[config.mk]
export PLATFORM = sky130hd
export DESIGN_NAME = conv2d_scan_ctrl_flat
export DESIGN_NICKNAME = d
export VERILOG_FILES = /design/src/rtl/conv2d_scan_ctrl_if.sv /design/src/rtl/conv2d_scan_ctrl.sv /design/src/flat_wrapper.sv
export SDC_FILE = /design/constraint.sdc
export NUM_CORES = 1
export LEC_CHECK = 0
export ABC_AREA = 1
export CAP_MARGIN = 20
export CORE_UTILIZATION = 35
export CTS_BUF_LIST = sky130_fd_sc_hd__clkbuf_16
export DETAILED_ROUTE_END_ITERATION = 6
export PLACE_DENSITY = 0.67
export SYNTH_ARGS = -nofsm -noshare
export SYNTH_HDL_FRONTEND = slang
export SYNTH_SLANG_ARGS = --single-unit
[constraint.sdc]
create_clock -name clk -period 2 [get_ports clk]
set_clock_uncertainty 0.1 [all_clocks]
set_input_delay 0.4 -clock clk [delete_from_list [all_inputs] [get_ports clk]]
set_output_delay 0.4 -clock clk [all_outputs]
set_load 0.02 [all_outputs]
[src/rtl/conv2d_scan_ctrl_if.sv]
// Tap-descriptor handshake between conv2d_scan_ctrl (master) and the MAC datapath (slave).
interface conv2d_scan_ctrl_if #(
    parameter int IMG_W = 8,
    parameter int IMG_H = 8,
    parameter int K     = 3,
    parameter int CH    = 4
);
    localparam int RW = (IMG_H > 1) ? $clog2(IMG_H) : 1;
    localparam int CW = (IMG_W > 1) ? $clog2(IMG_W) : 1;
    localparam int KW = (K > 1) ? $clog2(K) : 1;
    localparam int HW = (CH > 1) ? $clog2(CH) : 1;

    logic          tap_valid;
    logic          tap_ready;
    logic [RW-1:0] out_row;
    logic [CW-1:0] out_col;
    logic [HW-1:0] ch;
    logic [KW-1:0] ky;
    logic [KW-1:0] kx;
    logic [RW-1:0] in_row;
    logic [CW-1:0] in_col;
    logic          pad;
    logic          acc_first;
    logic          acc_last;

    modport master (
        output tap_valid, out_row, out_col, ch, ky, kx, in_row, in_col, pad, acc_first, acc_last,
        input  tap_ready
    );

    modport slave (
        input  tap_valid, out_row, out_col, ch, ky, kx, in_row, in_col, pad, acc_first, acc_last,
        output tap_ready
    );
endinterface

[src/rtl/conv2d_scan_ctrl.sv]
// Conv2d loop-nest sequencer: walks out_row/out_col/ch/ky/kx and emits one tap descriptor per step.
// Define CONV_ZERO_PAD_EN for "same" convolution with zero padding; default is "valid" convolution.
module conv2d_scan_ctrl #(
    parameter int IMG_W = 8,
    parameter int IMG_H = 8,
    parameter int K     = 3,
    parameter int CH    = 4
) (
    input  logic clk,
    input  logic reset,
    input  logic start,
    output logic busy,
    output logic done,
    conv2d_scan_ctrl_if.master tap
);
    localparam int RW = (IMG_H > 1) ? $clog2(IMG_H) : 1;
    localparam int CW = (IMG_W > 1) ? $clog2(IMG_W) : 1;
    localparam int KW = (K > 1) ? $clog2(K) : 1;
    localparam int HW = (CH > 1) ? $clog2(CH) : 1;
`ifdef CONV_ZERO_PAD_EN
    localparam int OH  = IMG_H;
    localparam int OW  = IMG_W;
    localparam int OFF = (K - 1) / 2;
`else
    localparam int OH  = IMG_H - K + 1;
    localparam int OW  = IMG_W - K + 1;
`endif

    typedef enum logic [1:0] {IDLE, RUN, DONE} state_t;

    state_t        state, state_n;
    logic [RW-1:0] row_n, in_row_n;
    logic [CW-1:0] col_n, in_col_n;
    logic [HW-1:0] ch_n;
    logic [KW-1:0] ky_n, kx_n;
    logic          pad_n, first_n, last_n;
    logic          fire, kx_max, ky_max, ch_max, col_max, row_max;

    assign fire    = tap.tap_valid & tap.tap_ready;
    assign kx_max  = (tap.kx == KW'(K - 1));
    assign ky_max  = (tap.ky == KW'(K - 1));
    assign ch_max  = (tap.ch == HW'(CH - 1));
    assign col_max = (tap.out_col == CW'(OW - 1));
    assign row_max = (tap.out_row == RW'(OH - 1));

    always_comb begin
        state_n = state;
        row_n   = tap.out_row;
        col_n   = tap.out_col;
        ch_n    = tap.ch;
        ky_n    = tap.ky;
        kx_n    = tap.kx;
        case (state)
            IDLE: if (start) begin
                state_n = RUN;
                row_n   = '0;
                col_n   = '0;
                ch_n    = '0;
                ky_n    = '0;
                kx_n    = '0;
            end
            RUN: if (fire) begin
                if (kx_max && ky_max && ch_max && col_max && row_max)
                    state_n = DONE;
                // Odometer carry chain; the final step wraps everything back to zero.
                if (!kx_max) kx_n = tap.kx + KW'(1);
                else begin
                    kx_n = '0;
                    if (!ky_max) ky_n = tap.ky + KW'(1);
                    else begin
                        ky_n = '0;
                        if (!ch_max) ch_n = tap.ch + HW'(1);
                        else begin
                            ch_n = '0;
                            if (!col_max) col_n = tap.out_col + CW'(1);
                            else begin
                                col_n = '0;
                                row_n = row_max ? '0 : tap.out_row + RW'(1);
                            end
                        end
                    end
                end
            end
            DONE:    state_n = IDLE;
            default: state_n = IDLE;
        endcase
    end

`ifdef CONV_ZERO_PAD_EN
    logic signed [RW+1:0] r_s;
    logic signed [CW+1:0] c_s;

    always_comb begin
        r_s      = $signed({2'b00, row_n}) + $signed((RW+2)'(ky_n)) - $signed((RW+2)'(OFF));
        c_s      = $signed({2'b00, col_n}) + $signed((CW+2)'(kx_n)) - $signed((CW+2)'(OFF));
        pad_n    = r_s[RW+1] || (r_s >= $signed((RW+2)'(IMG_H))) ||
                   c_s[CW+1] || (c_s >= $signed((CW+2)'(IMG_W)));
        in_row_n = pad_n ? '0 : r_s[RW-1:0];
        in_col_n = pad_n ? '0 : c_s[CW-1:0];
    end
`else
    always_comb begin
        pad_n    = 1'b0;
        in_row_n = row_n + RW'(ky_n);
        in_col_n = col_n + CW'(kx_n);
    end
`endif

    assign first_n = (kx_n == '0) && (ky_n == '0) && (ch_n == '0);
    assign last_n  = (kx_n == KW'(K - 1)) && (ky_n == KW'(K - 1)) && (ch_n == HW'(CH - 1));

    always_ff @(posedge clk) begin
        if (!reset) begin
            state         <= IDLE;
            tap.out_row   <= '0;
            tap.out_col   <= '0;
            tap.ch        <= '0;
            tap.ky        <= '0;
            tap.kx        <= '0;
            tap.in_row    <= '0;
            tap.in_col    <= '0;
            tap.acc_first <= 1'b0;
            tap.acc_last  <= 1'b0;
        end else begin
            state         <= state_n;
            tap.out_row   <= row_n;
            tap.out_col   <= col_n;
            tap.ch        <= ch_n;
            tap.ky        <= ky_n;
            tap.kx        <= kx_n;
            tap.in_row    <= in_row_n;
            tap.in_col    <= in_col_n;
            tap.acc_first <= first_n;
            tap.acc_last  <= last_n;
        end
    end

`ifdef CONV_ZERO_PAD_EN
    always_ff @(posedge clk) begin
        if (!reset) tap.pad <= 1'b0;
        else        tap.pad <= pad_n;
    end
`else
    assign tap.pad = pad_n;
`endif

    // Flags decode the state register directly, so nothing downstream sees tap_ready combinationally.
    assign busy          = (state == RUN);
    assign tap.tap_valid = (state == RUN);
    assign done          = (state == DONE);
endmodule

[src/flat_wrapper.sv]
// flat-port wrapper written by rule: the top's interface ports become plain ports
module conv2d_scan_ctrl_flat 
#(
    parameter int IMG_W = 8,
    parameter int IMG_H = 8,
    parameter int K     = 3,
    parameter int CH    = 4
)
  (clk, reset, start, busy, done, tap_tap_valid, tap_out_row, tap_out_col, tap_ch, tap_ky, tap_kx, tap_in_row, tap_in_col, tap_pad, tap_acc_first, tap_acc_last, tap_tap_ready);
  conv2d_scan_ctrl_if #(.IMG_W(IMG_W), .IMG_H(IMG_H), .K(K), .CH(CH)) tap_i ();
  input  logic clk;
  input  logic reset;
  input  logic start;
  output logic busy;
  output logic done;
  output wire logic [$bits(tap_i.tap_valid)-1:0] tap_tap_valid;
  output wire logic [$bits(tap_i.out_row)-1:0] tap_out_row;
  output wire logic [$bits(tap_i.out_col)-1:0] tap_out_col;
  output wire logic [$bits(tap_i.ch)-1:0] tap_ch;
  output wire logic [$bits(tap_i.ky)-1:0] tap_ky;
  output wire logic [$bits(tap_i.kx)-1:0] tap_kx;
  output wire logic [$bits(tap_i.in_row)-1:0] tap_in_row;
  output wire logic [$bits(tap_i.in_col)-1:0] tap_in_col;
  output wire logic [$bits(tap_i.pad)-1:0] tap_pad;
  output wire logic [$bits(tap_i.acc_first)-1:0] tap_acc_first;
  output wire logic [$bits(tap_i.acc_last)-1:0] tap_acc_last;
  input wire logic [$bits(tap_i.tap_ready)-1:0] tap_tap_ready;
  assign tap_tap_valid = tap_i.tap_valid;
  assign tap_out_row = tap_i.out_row;
  assign tap_out_col = tap_i.out_col;
  assign tap_ch = tap_i.ch;
  assign tap_ky = tap_i.ky;
  assign tap_kx = tap_i.kx;
  assign tap_in_row = tap_i.in_row;
  assign tap_in_col = tap_i.in_col;
  assign tap_pad = tap_i.pad;
  assign tap_acc_first = tap_i.acc_first;
  assign tap_acc_last = tap_i.acc_last;
  assign tap_i.tap_ready = tap_tap_ready;
  conv2d_scan_ctrl #(.IMG_W(IMG_W), .IMG_H(IMG_H), .K(K), .CH(CH)) u_core (.clk(clk), .reset(reset), .start(start), .busy(busy), .done(done), .tap(tap_i));
endmodule
# == After elaboration in Yosys (flattened, before gate mapping) ==
# Index checks and enable logic that the tools add are counted.
# totals
regBits,22
inputBits,4
out_inout_bits,24
word_cells,78
# op_classes
n_addsub,7
n_eq_ne,13
muxes,34
bitwise,1
n_reduce_logical,13
# ops
operator,count
3-bit two-way mux,13
2-bit two-way mux,15
2-bit one-hot mux with 2 select lines,4
"2-bit == test, second input constant",7
3-bit one-hot mux with 2 select lines,2
1-bit logical AND,8
2-bit zero test,4
"2-bit by 1-bit adder with 2-bit output, second input constant",3
"3-bit by 1-bit adder with 3-bit output, second input constant",2
3-bit by 2-bit adder with 3-bit output,2
"3-bit == test, second input constant",2
"2-bit inequality test, second input constant",3
3-bit AND reduction,1
"2-bit by 1-bit == test with 1-bit output, second input constant",1
1-bit AND,1

# == Logic depth before layout (Yosys ltp) ==
# Gate-level depths: netlist of the first run.
# depth
word_depth,9
depth_mapped,15
depth_no_buf,15

# == Least setup slack after synthesis of the first run ==
# No wires, ideal clock.
# synth_timing
kind,flip-flop to flip-flop
startpoint,register u_core.tap.ch[1]
endpoint,register u_core.tap.in_row[2]
setup_time_ns,0.115
arrival_ns,1.990
t_required_ns,1.785
slack_ns,-0.205
path_stages_with_launch,15
n_path_buf,0
period_less_slack_ns,2.205
cell_sequence,dfxtp_1 ha_1 nand3_1 inv_1 nand3_2 nand2_1 nand3_1 nand2_1 ha_1 inv_1 fa_1 inv_1 nand3_1 nand2_1 nor2_1
# synth_via
elab_chain_cells,7
# synth_rtl
item,line_no,rtl
from (decl),conv2d_scan_ctrl_if.sv:27,"output tap_valid, out_row, out_col, ch, ky, kx, in_row, in_col, pad, acc_first, acc_last,"
from (signal assigned),conv2d_scan_ctrl.sv:128,tap.ch <= ch_n;
2-bit == test,conv2d_scan_ctrl.sv:42,assign ch_max = (tap.ch == HW'(CH - 1));
3-bit two-way mux,conv2d_scan_ctrl.sv:72,if (!ch_max) ch_n = tap.ch + HW'(1);
3-bit two-way mux,conv2d_scan_ctrl.sv:69,if (!ky_max) ky_n = tap.ky + KW'(1);
3-bit two-way mux,conv2d_scan_ctrl.sv:66,if (!kx_max) kx_n = tap.kx + KW'(1);
3-bit two-way mux,conv2d_scan_ctrl.sv:62,RUN: if (fire) begin
3-bit one-hot mux with 2 select lines,conv2d_scan_ctrl.sv:53,case (state)
named net u_core.row_n[0],conv2d_scan_ctrl.sv:32,"logic [RW-1:0] row_n, in_row_n;"
3-bit by 2-bit adder with 3-bit output,conv2d_scan_ctrl.sv:104,in_row_n = row_n + RW'(ky_n);
to (signal assigned),conv2d_scan_ctrl.sv:131,tap.in_row <= in_row_n;
to (decl),conv2d_scan_ctrl_if.sv:27,
# The timed path passes the listed nets, and every way through them passes these cells.
# A chain may end at the register's enable or synchronous reset.

# == Worst setup path after layout of the first run ==
# layout_timing
startpoint,register u_core.tap.kx[0]
endpoint,register u_core.tap.in_row[2]
# layout_via
elab_chain_cells,5
word_cells_on_any_way,8
cone_classes,1 x add/sub; 1 x eq/ne; 6 x mux
# layout_rtl
item,line_no,rtl
from (decl),conv2d_scan_ctrl_if.sv:27,
from (signal assigned),conv2d_scan_ctrl.sv:130,tap.kx <= kx_n;
2-bit == test,conv2d_scan_ctrl.sv:40,assign kx_max = (tap.kx == KW'(K - 1));
3-bit two-way mux,conv2d_scan_ctrl.sv:66,
3-bit two-way mux,conv2d_scan_ctrl.sv:62,
3-bit one-hot mux with 2 select lines,conv2d_scan_ctrl.sv:53,
named net u_core.row_n[0],conv2d_scan_ctrl.sv:32,
3-bit by 2-bit adder with 3-bit output,conv2d_scan_ctrl.sv:104,
# The timed path passes the listed nets, and every way through them passes these cells.

==> results.py, run 1 <==
metrics = {
    "outcome": {
        "outcome": "finished clean",
    },
    "cells_and_area": {
        "drive_gt1_share_pct": 41.8,
        "fin_util_pct": 61.1,
        "nNetsFinal": 254,
        "fin_cells": 290,
        "diodes": 0,
        "fillers": 312,
        "area_delta_synth_final_pct": 63.1,
    },
    "routing": {
        "via_count": 1366,
        "wl_per_cell_um": 12.0,
        "ant_nets": 0,
        "drt-total-wl_um": 3480,
        "route.detailed.drc": 0,
        "first_pass_iters": 4,
        "drt_iter0_markers": 59,
        "via_per_inst": 4.71,
    },
    "hold_path": {
        "hp-class": "reg -> reg",
        "whs_endpoint": "u_core.tap.out_row[1]",
        "min_delay_path_depth": 2,
        "hp-start": "u_core.tap.out_row[1]",
    },
    "logic_synthesis": {
        "ys_top_cells_by_area": "dfxtp_1, nand2_1, inv_1",
        "avgSynthCellArea_um2": 7.13,
        "synthMuxAreaShare_pct": 0,
        "synth-xor-area-share_pct": 0,
        "synth_compound_area_share_pct": 7.86,
        "yosys_warnings": 0,
        "yosys.area_share.adder_pct": 6.01,
        "syn_area_um2": 1290,
        "synth_cell_types": 26,
        "postSynthCellCount": 181,
        "ys_ff_latch": 22,
        "yosys.area.top_type": "dfxtp_1",
        "syn_nets": 190,
        "yosys.area_share.simple_pct": 39.8,
        "synth_top_area_share_pct": 34.1,
        "ys_seq_area_share_pct": 34.1,
        "synth_top_family_by_area": "simple AND/OR/NAND/NOR gates",
    },
    "worst_setup_path": {
        "crit_type": "reg -> reg",
        "r2r-end": "u_core.tap.in_row[2]",
        "critPathCaptureType": "flop",
        "reg2reg_from": "u_core.tap.kx[0]",
        "ff2ff_path_depth": 14,
        "startpoint_type": "flop",
        "critPathArrivalTime_ns": 2.02,
        "r2r_setup_slack_ns": 0.03,
        "required_ns": 2.05,
        "critPathMaxFanout": 8,
        "cp-startpoint": "u_core.tap.kx[0]",
    },
    "place": {
        "portBuffers": 26,
        "globalplace.congestion": 0.837,
        "dp.cells": 285,
        "hpwl_um": 2430,
    },
    "cts": {
        "clock-root-buffer": "clkbuf_16",
        "path_clk_slew_ns": 0.06,
        "clockBufferDepth": 2,
        "clock_latency_ns": 0.26,
        "htreeDepth": 1,
        "cts_buffers": 3,
        "cts_tree": "done",
        "clock_sink_count": 22,
    },
    "sta": {
        "hold_viol": 0,
        "fmax_ghz": 0.509,
        "fin_crit_ns": 1.97,
        "rsz0062_at_grt": "true",
        "period_share_pct": 98.3,
        "setup_violations": 0,
        "drv_slew": 0,
    },
    "power_and_ir_drop": {
        "leakage_nw": 0.951,
        "ir_worst_vdd_mv": 0.644,
        "pwr_density_cell_nw_per_um2": 472,
    },
    "floorplan": {
        "die_w_um": 62.7,
        "fp-row-count": 21,
        "core_um2": 3440,
        "pin_count": 28,
        "start_util_pct": 37.5,
        "die_h_um": 62.7,
        "die-area_um2": 3930,
    },
    "global_routing": {
        "grt_max_degree": 17,
        "antenna_found_initial": 0,
        "gr-total-overflow": 0,
        "grt_usage_pct": 17.6,
        "grt_pass1_wl_um": 5400,
        "grt_pass1_vias": 1248,
    },
    "job": {
        "cap_violations": 0,
    },
}
[flip-flops by register name, summed over array words and instances (netlist names), 2 cells and up]
| register | cells |
|---|---|
| u_core.tap.in_row | 3 |
| u_core.tap.kx | 2 |
| u_core.tap.in_col | 3 |
| u_core.tap.ch | 2 |
| u_core.tap.ky | 2 |
| u_core.tap.out_row | 3 |
| u_core.tap.out_col | 3 |
| u_core.state | 2 |
[cell usage after synthesis]
| cell | n |
|---|---|
| nand2_4 | 1 |
| o21ai_2 | 3 |
| a21boi_1 | 2 |
| nand3_4 | 1 |
| buf_4 | 3 |
| nand4_1 | 4 |
| or2_2 | 1 |
| nand3_1 | 17 |
| ha_1 | 3 |
| dfxtp_1 | 22 |
| clkbuf_1 | 1 |
| nor3_1 | 3 |
| nor2_1 | 23 |
| nand2_1 | 34 |
| a21oi_1 | 6 |
| o21ai_1 | 4 |
| nor2_8 | 1 |
| conb_1 | 1 |
| o21ai_0 | 2 |
| nand3_2 | 8 |
| nor2_2 | 3 |
| inv_2 | 4 |
| nor2_4 | 1 |
| and2_4 | 1 |
| inv_1 | 30 |
| fa_1 | 2 |
[cell families after synthesis]
| group | Yosys count |
|---|---|
| flops | 22 |
| buf+inv | 38 |
| fa+ha+maj | 5 |
| compound gates | 17 |
| other cells | 1 |
| simple gates | 98 |
[what timing repair did]
item / 4_1_cts / 5_1_grt
endpoints found under the setup margin: 6 / 5
hold buffers: 0 / 0
setup buffers: 0 / 1
resized for setup: 9 / 39
pin swaps: 3 / 15
[routing by layer]
metal,routed length (um),global-route usage (%)
met5,0,0
met4,60,5.23
met3,168,3.47
met1,1530,22.2
met2,1720,30.0
[how the worst max path moves through the flow]
stage / cells past startpoint / endpoint / slack [ns]
6_report: 14 / u_core.tap.in_row[2] / 0.03
3_3_place_gp: 15 / u_core.tap.in_row[2] / -0.53
5_1_grt: 14 / u_core.tap.in_row[2] / -0.07
2_1_floorplan: 14 / u_core.tap.in_row[2] / 0.004
4_1_cts: 14 / u_core.tap.in_row[2] / 0.0002
3_5_place_dp: 15 / u_core.tap.in_row[2] / -0.54
[area by class of cell]
cell class,count,area [um^2],area share [%]
multi-input cells,121,817,38.8
repair buffers,63,554,26.3
flip-flops and latches,22,464,22.1
inverters,34,133,6.30
clock buffers,3,75.1,3.57
well taps,46,57.6,2.73
clock inverters,1,3.75,0.178
[report_power, final]
part           switching (W)  internal (W)  total (W)
registers         0.00000655      0.000439   0.000445
logic              0.0000678     0.0000552   0.000123
clock network       0.000158      0.000267   0.000425
[layout by cell type, fill, tap and decap left out, types with 3 or more instances in the layout]
master,instances
clkdlybuf4s50_1,21
buf_4,35
dlygate4sd2_1,3
dfxtp_1,15
nor2_2,4
o21ai_2,3
nand2_2,4
nor3_1,3
nand3_4,3
nor2_1,21
nand2_1,29
dfxtp_4,6
inv_2,11
nand3_1,13
clkbuf_16,3
a21oi_1,4
o21ai_1,3
nand3_2,10
nand4_1,4
inv_1,22
[critical path: stages (launching register included)]
cell,delay (ns)
dfxtp_4,0.36
inv_2,0.07
nand2_4,0.07
nor2_8,0.20
nand3_4,0.10
nand2_2,0.07
nand3_2,0.07
nand2_2,0.10
ha_4,0.13
inv_2,0.03
fa_2,0.32
inv_2,0.07
nand3_2,0.07
nand2_1,0.07
nor2_1,0.03
[stage by stage]
stage | setup TNS [ns] | area (um^2) | hold WS [ns] | power, W | worst slack [ns]
final | 0 | 2100 | 0.484 | 0.000993 | 0.0336
after floorplan | 0 | 1320 | 0.393 | 0.000515 | 0.00370
after global placement | -2.20 | 1890 | 0.446 | 0.000573 | -0.532
after detailed placement | -2.25 | 1890 | 0.453 | 0.000573 | -0.543
after CTS | 0 | 1980 | 0.470 | 0.00100 | 0.000183
after global routing | -0.190 | 2100 | 0.524 | 0.00104 | -0.0746
Power figures use the tool's default switching activity.
==> inputs of run 2 (changes only) <==
--- a/config.mk
+++ b/config.mk
@@ -6,11 +6,13 @@
 export NUM_CORES = 1
 export LEC_CHECK = 0
 export ABC_AREA = 1
-export CAP_MARGIN = 20
+export ABC_CLOCK_PERIOD_IN_PS = 2000
+export CAP_MARGIN = 30
 export CORE_UTILIZATION = 35
 export CTS_BUF_LIST = sky130_fd_sc_hd__clkbuf_16
 export DETAILED_ROUTE_END_ITERATION = 6
 export PLACE_DENSITY = 0.67
+export SLEW_MARGIN = 10
 export SYNTH_ARGS = -nofsm -noshare
 export SYNTH_HDL_FRONTEND = slang
 export SYNTH_SLANG_ARGS = --single-unit
==> results of run 2 <==
Final layout, timing and power as in run 1 (identical DEF).
==> inputs of run 3 (changes only) <==
--- a/config.mk
+++ b/config.mk
@@ -10,6 +10,7 @@
 export CAP_MARGIN = 30
 export CORE_UTILIZATION = 35
 export CTS_BUF_LIST = sky130_fd_sc_hd__clkbuf_16
+export CTS_CLUSTER_DIAMETER = 30
 export DETAILED_ROUTE_END_ITERATION = 6
 export PLACE_DENSITY = 0.67
 export SLEW_MARGIN = 10
==> results of run 3 <==
Final layout, timing and power as in run 1 (identical DEF).
==> patch 1, RTL diff (settings of run 1) <==
`CH` is set to 4 in 3 places; all go to 16.
--- a/src/rtl/conv2d_scan_ctrl_if.sv
+++ b/src/rtl/conv2d_scan_ctrl_if.sv
@@ -3,7 +3,7 @@
     parameter int IMG_W = 8,
     parameter int IMG_H = 8,
     parameter int K     = 3,
-    parameter int CH    = 4
+    parameter int CH    = 16
 );
     localparam int RW = (IMG_H > 1) ? $clog2(IMG_H) : 1;
     localparam int CW = (IMG_W > 1) ? $clog2(IMG_W) : 1;
--- a/src/rtl/conv2d_scan_ctrl.sv
+++ b/src/rtl/conv2d_scan_ctrl.sv
@@ -4,7 +4,7 @@
     parameter int IMG_W = 8,
     parameter int IMG_H = 8,
     parameter int K     = 3,
-    parameter int CH    = 4
+    parameter int CH    = 16
 ) (
     input  logic clk,
     input  logic reset,
--- a/src/flat_wrapper.sv
+++ b/src/flat_wrapper.sv
@@ -4,7 +4,7 @@
     parameter int IMG_W = 8,
     parameter int IMG_H = 8,
     parameter int K     = 3,
-    parameter int CH    = 4
+    parameter int CH    = 16
 )
   (clk, reset, start, busy, done, tap_tap_valid, tap_out_row, tap_out_col, tap_ch, tap_ky, tap_kx, tap_in_row, tap_in_col, tap_pad, tap_acc_first, tap_acc_last, tap_tap_ready);
   conv2d_scan_ctrl_if #(.IMG_W(IMG_W), .IMG_H(IMG_H), .K(K), .CH(CH)) tap_i ();
Interface: changed (resized tap_ch); port bits go from 28 to 30. The function was not compared with the original's and may differ.
==> patch 1 against run 1 <==
- the run now ends with negative setup slack left
- design area up 7.3%
- wire length up 15%
- clock power up 25%
- synthesized cell count up 2.8%
- critical endpoint is now u_core.tap.in_col[1]$_SDFF_PN0_
- sequential power up 9.2%
- power up 16%
- non-clock buffer count up 22
- critical path depth down 5
- die area down 0.84%
- area after synthesis down 0.87%
- setup slack worse by 130 ps
- sequential cell count up 2
==> patch 1: results (changes against run 1) <==
----------------------------------------------------
[Outcome]
  Result of the run ... finished with violations
  Violations in the final reports ... negative setup slack

[Critical path]
  Critical Path Slowest Stage Cell ... fa_2
  Delay of the slowest critical-path stage ... 580 ps (+220 ps)
  Crit path max-delay family ... adder cells
  R2R depth ... 9 (-5)
  Critical Path Sink ... u_core.tap.in_col[1]$_SDFF_PN0_
  Maximum fanout encountered on the critical timing path ... 5 (-3)
  Register-to-register setup slack ... -100 ps (-130 ps)

[Global route]
  Via count of the first global-routing pass ... 1474 (+18%)
  GRT Overall Usage ... 20.5% (+2.9 points)
  Largest net degree at the start of global routing ... 15 (-2)

[Detailed routing]
  Drt wl/cell ... 12.6 microns (+5.2%)
  Iter 0 DRT Violations ... 47 (-20%)
  Per-cell via count in the routed design ... 4.76 (+1.1%)

[Finish]
  Multi-input logic portion of the cell area ... 33.5% (-5.3 points)
  Share of cells above drive strength 1 ... 40.2% (-1.6 points)
  Fraction of cell area in non-clock buffers ... 31.5% (+5.1 points)
  Multi-input logic cell count ... 123 (+1.7%)
  Seq/total area ... 22.2% (+0.16 points)
  Filler cell count ... 284 (-9.0%)

[Logic synthesis]
  Cell types occupying the most area after synthesis ... dfxtp_1 38%, nand2_1 11%, inv_1 10%, nor2_1 7.6%, nand3_1 6.7%
  Syn nets ... 195 (+2.6%)
  Synthesized netlist cell count ... 186 (+2.8%)
  Cell variety after synth ... 29 (+12%)
  Sequential-to-total area share from yosys stat ... 37.6% (+3.4 points)
  List of most frequent post-synthesis cells ... 36 x nand2_1, 34 x inv_1, 26 x nor2_1, 24 x dfxtp_1, 17 x nand3_1

[STA]
  Final count of negative-setup-slack endpoints ... 3 (+3)
  Smallest setup slack after layout ... -101 ps (-135 ps)

[Placement]
  Worst slack at placement ... -573 ps (-30.6 ps)
  Final HPWL DP ... 2700 microns (+11%)
  # port buffers ... 28 (+7.7%)
  Placed cell area ... 1990 sq um (+5.2%)

[Floorplan]
  Horiz. Die Dim ... 62.4 microns (-0.42%)

[Pwr]
  LEAKAGE ... 1.05 nW (+10%)
  PwrDens ... 511 nW/um^2 (+8.3%)

[Min path]
  Endpoint, Worst Hold ... u_core.tap.out_row[2]$_SDFF_PN0_

----------------------------------------------------
[patch 1: cell families (layout without fill, tap and decap cells)]
family          count (synthesis)  after routing  synth area share [%]
compound gates                 25             25                  12.1
fa+ha+maj                       5              5                  6.07
buf+inv                        39            124                  12.0
flops                          24             24                  37.6
other cells                     1              1                 0.293
simple gates                   92             92                  31.9
[patch 1: where the power goes]
part           internal, mW  leakage [nW]  total (mW)  switching [mW]
Sequential            0.481         0.200       0.486         0.00510
Combinational        0.0666         0.799       0.139          0.0726
Clock                 0.348        0.0493       0.530           0.182
[patch 1: what timing repair did]
item	in CTS	in global routing
gates resized for setup	17	21
setup endpoints to repair	7	7
hold buffers	0	0
buffers inserted	8	4
pin swaps	12	7
[patch 1: routing by layer]
metal,routed length [microns],vias up,GRT usage (%)
li1,-,759,-
met1,1620,696,22.7
met2,2120,41,38.0
met3,154,13,3.65
met4,110,0,8.43
met5,0,-,0
==> patch 2, RTL diff (flow settings as in run 1) <==
Made on the original files. Re-encode `state_t` (3 states) as one-hot, 3 bits wide.
--- a/src/rtl/conv2d_scan_ctrl.sv
+++ b/src/rtl/conv2d_scan_ctrl.sv
@@ -26,7 +26,7 @@
     localparam int OW  = IMG_W - K + 1;
 `endif
 
-    typedef enum logic [1:0] {IDLE, RUN, DONE} state_t;
+    typedef enum logic [2:0] {IDLE = 3'b001, RUN = 3'b010, DONE = 3'b100} state_t;
 
     state_t        state, state_n;
     logic [RW-1:0] row_n, in_row_n;
Formal check against the unedited RTL: same outputs for any inputs over 10 cycles, from zero or initial values and one cycle with reset low; not proved beyond that.
==> patch 2 against run 1 <==
- worst hold slack gained 53 ps
- wire length grew 17%
- setup slack lost 110 ps
- fmax shrank 5.4%
- sequential cell count grew 1
- synthesized cell count grew 12%
- area after synthesis grew 5.6%
- count of clock-buffer cells in the layout is the same
- design area grew 16%
- highest routed layer unchanged
- die area grew 5.4%
- the flow now finishes with violations (negative setup slack)
- first-iteration DRC count shrank 6.8%
- via count grew 16%
- non-clock buffer count grew 34
Power is not compared: it rests on default switching activity, and its combinational part moved more than twofold at a synthesized area within 25%.
==> patch 2: results (changes against run 1) <==
----------------------------------------------------
[Detailed routing]
  Sum of met2 wire segment lengths after detailed routing ... 2010 microns (+17%)
  Per-cell via count in the routed design ... 4.58 (-2.8%)
  Detailed-route wire length ... 4080 microns (+17%)
  Drt wl/cell ... 11.8 microns (-2.0%)
  Met1 wire length ... 1830 microns (+19%)
  Iter 0 DRT Violations ... 55 (-6.8%)

[Global route]
  Met3 Usage GRT ... 2.86% (-0.61 points)
  Met2 routing resource usage after global routing ... 35.3% (+5.2 points)
  GR Layer Usage met1 ... 26.1% (+3.8 points)
  Global-route wire length before repair ... 6690 microns (+24%)

[Min path]
  Endpoint, Worst Hold ... u_core.tap.out_row[2]$_SDFF_PN0_

[Finish]
  Net count reported at finish ... 309 (+22%)

[Logic synthesis]
  Sequential-to-total area share from yosys stat ... 33.8% (-0.35 points)
  Post-Synth Adder-Cell Area ... 5.69% (-0.32 points)
  Compound-Gate Fraction of Synth Area ... 4.50% (-3.4 points)
  Cell types occupying the most area after synthesis ... dfxtp_1 34%, nand2_1 16%, inv_1 9.4%, nor2_1 6.9%, nand3_1 5.5%
  List of most frequent post-synthesis cells ... 59 x nand2_1, 34 x inv_1, 25 x nor2_1, 23 x dfxtp_1, 15 x nand3_1

[STA]
  Final count of negative-setup-slack endpoints ... 3 (+3)
  Smallest setup slack after layout ... -78.4 ps (-112 ps)

[Outcome]
  Result of the run ... finished with violations
  Violations in the final reports ... negative setup slack

[Critical path]
  R2R depth ... 11 (-3)
  Delay of the slowest critical-path stage ... 520 ps (+160 ps)

[Placement]
  Final GP Congestion ... 0.863 (+3.1%)
  Worst slack at placement ... -658 ps (-115 ps)

----------------------------------------------------
[patch 2: cell types whose count changed in the layout (fill, tap and decap cells not counted), sizes merged, moves of 2 or more]
cell    before  now
clkbuf       3    5
inv         35   38
nand2       35   63
o21ai        9    2
nand3       26   18
buf         37   71
nor3         3    5
a21oi        6    4
nand3b       0    2
[patch 2: final cells by class]
class | instances | area, sq um
Fill cell | 305 | 1240
Multi-Input combinational cell | 138 | 852
Timing Repair Buffer | 97 | 826
Sequential cell | 23 | 484
Inverter | 37 | 146
Clock buffer | 3 | 75.1
Tap cell | 48 | 60.1
Clock inverter | 1 | 3.75
[patch 2: what timing repair did]
item,4_1_cts,5_1_grt
buffers inserted,25,3
pin swaps,15,11
gates cloned,0,0
setup endpoints to repair,8,6
resized for setup,22,37
hold buffers,0,0
[patch 2: critical path: cells and delay by family (launching register included)]
kind	cells	cell delay (ps)
adders and majority gates	2	700
and+or+nand+nor	6	670
DFF	1	360
buffers and inverters	3	130
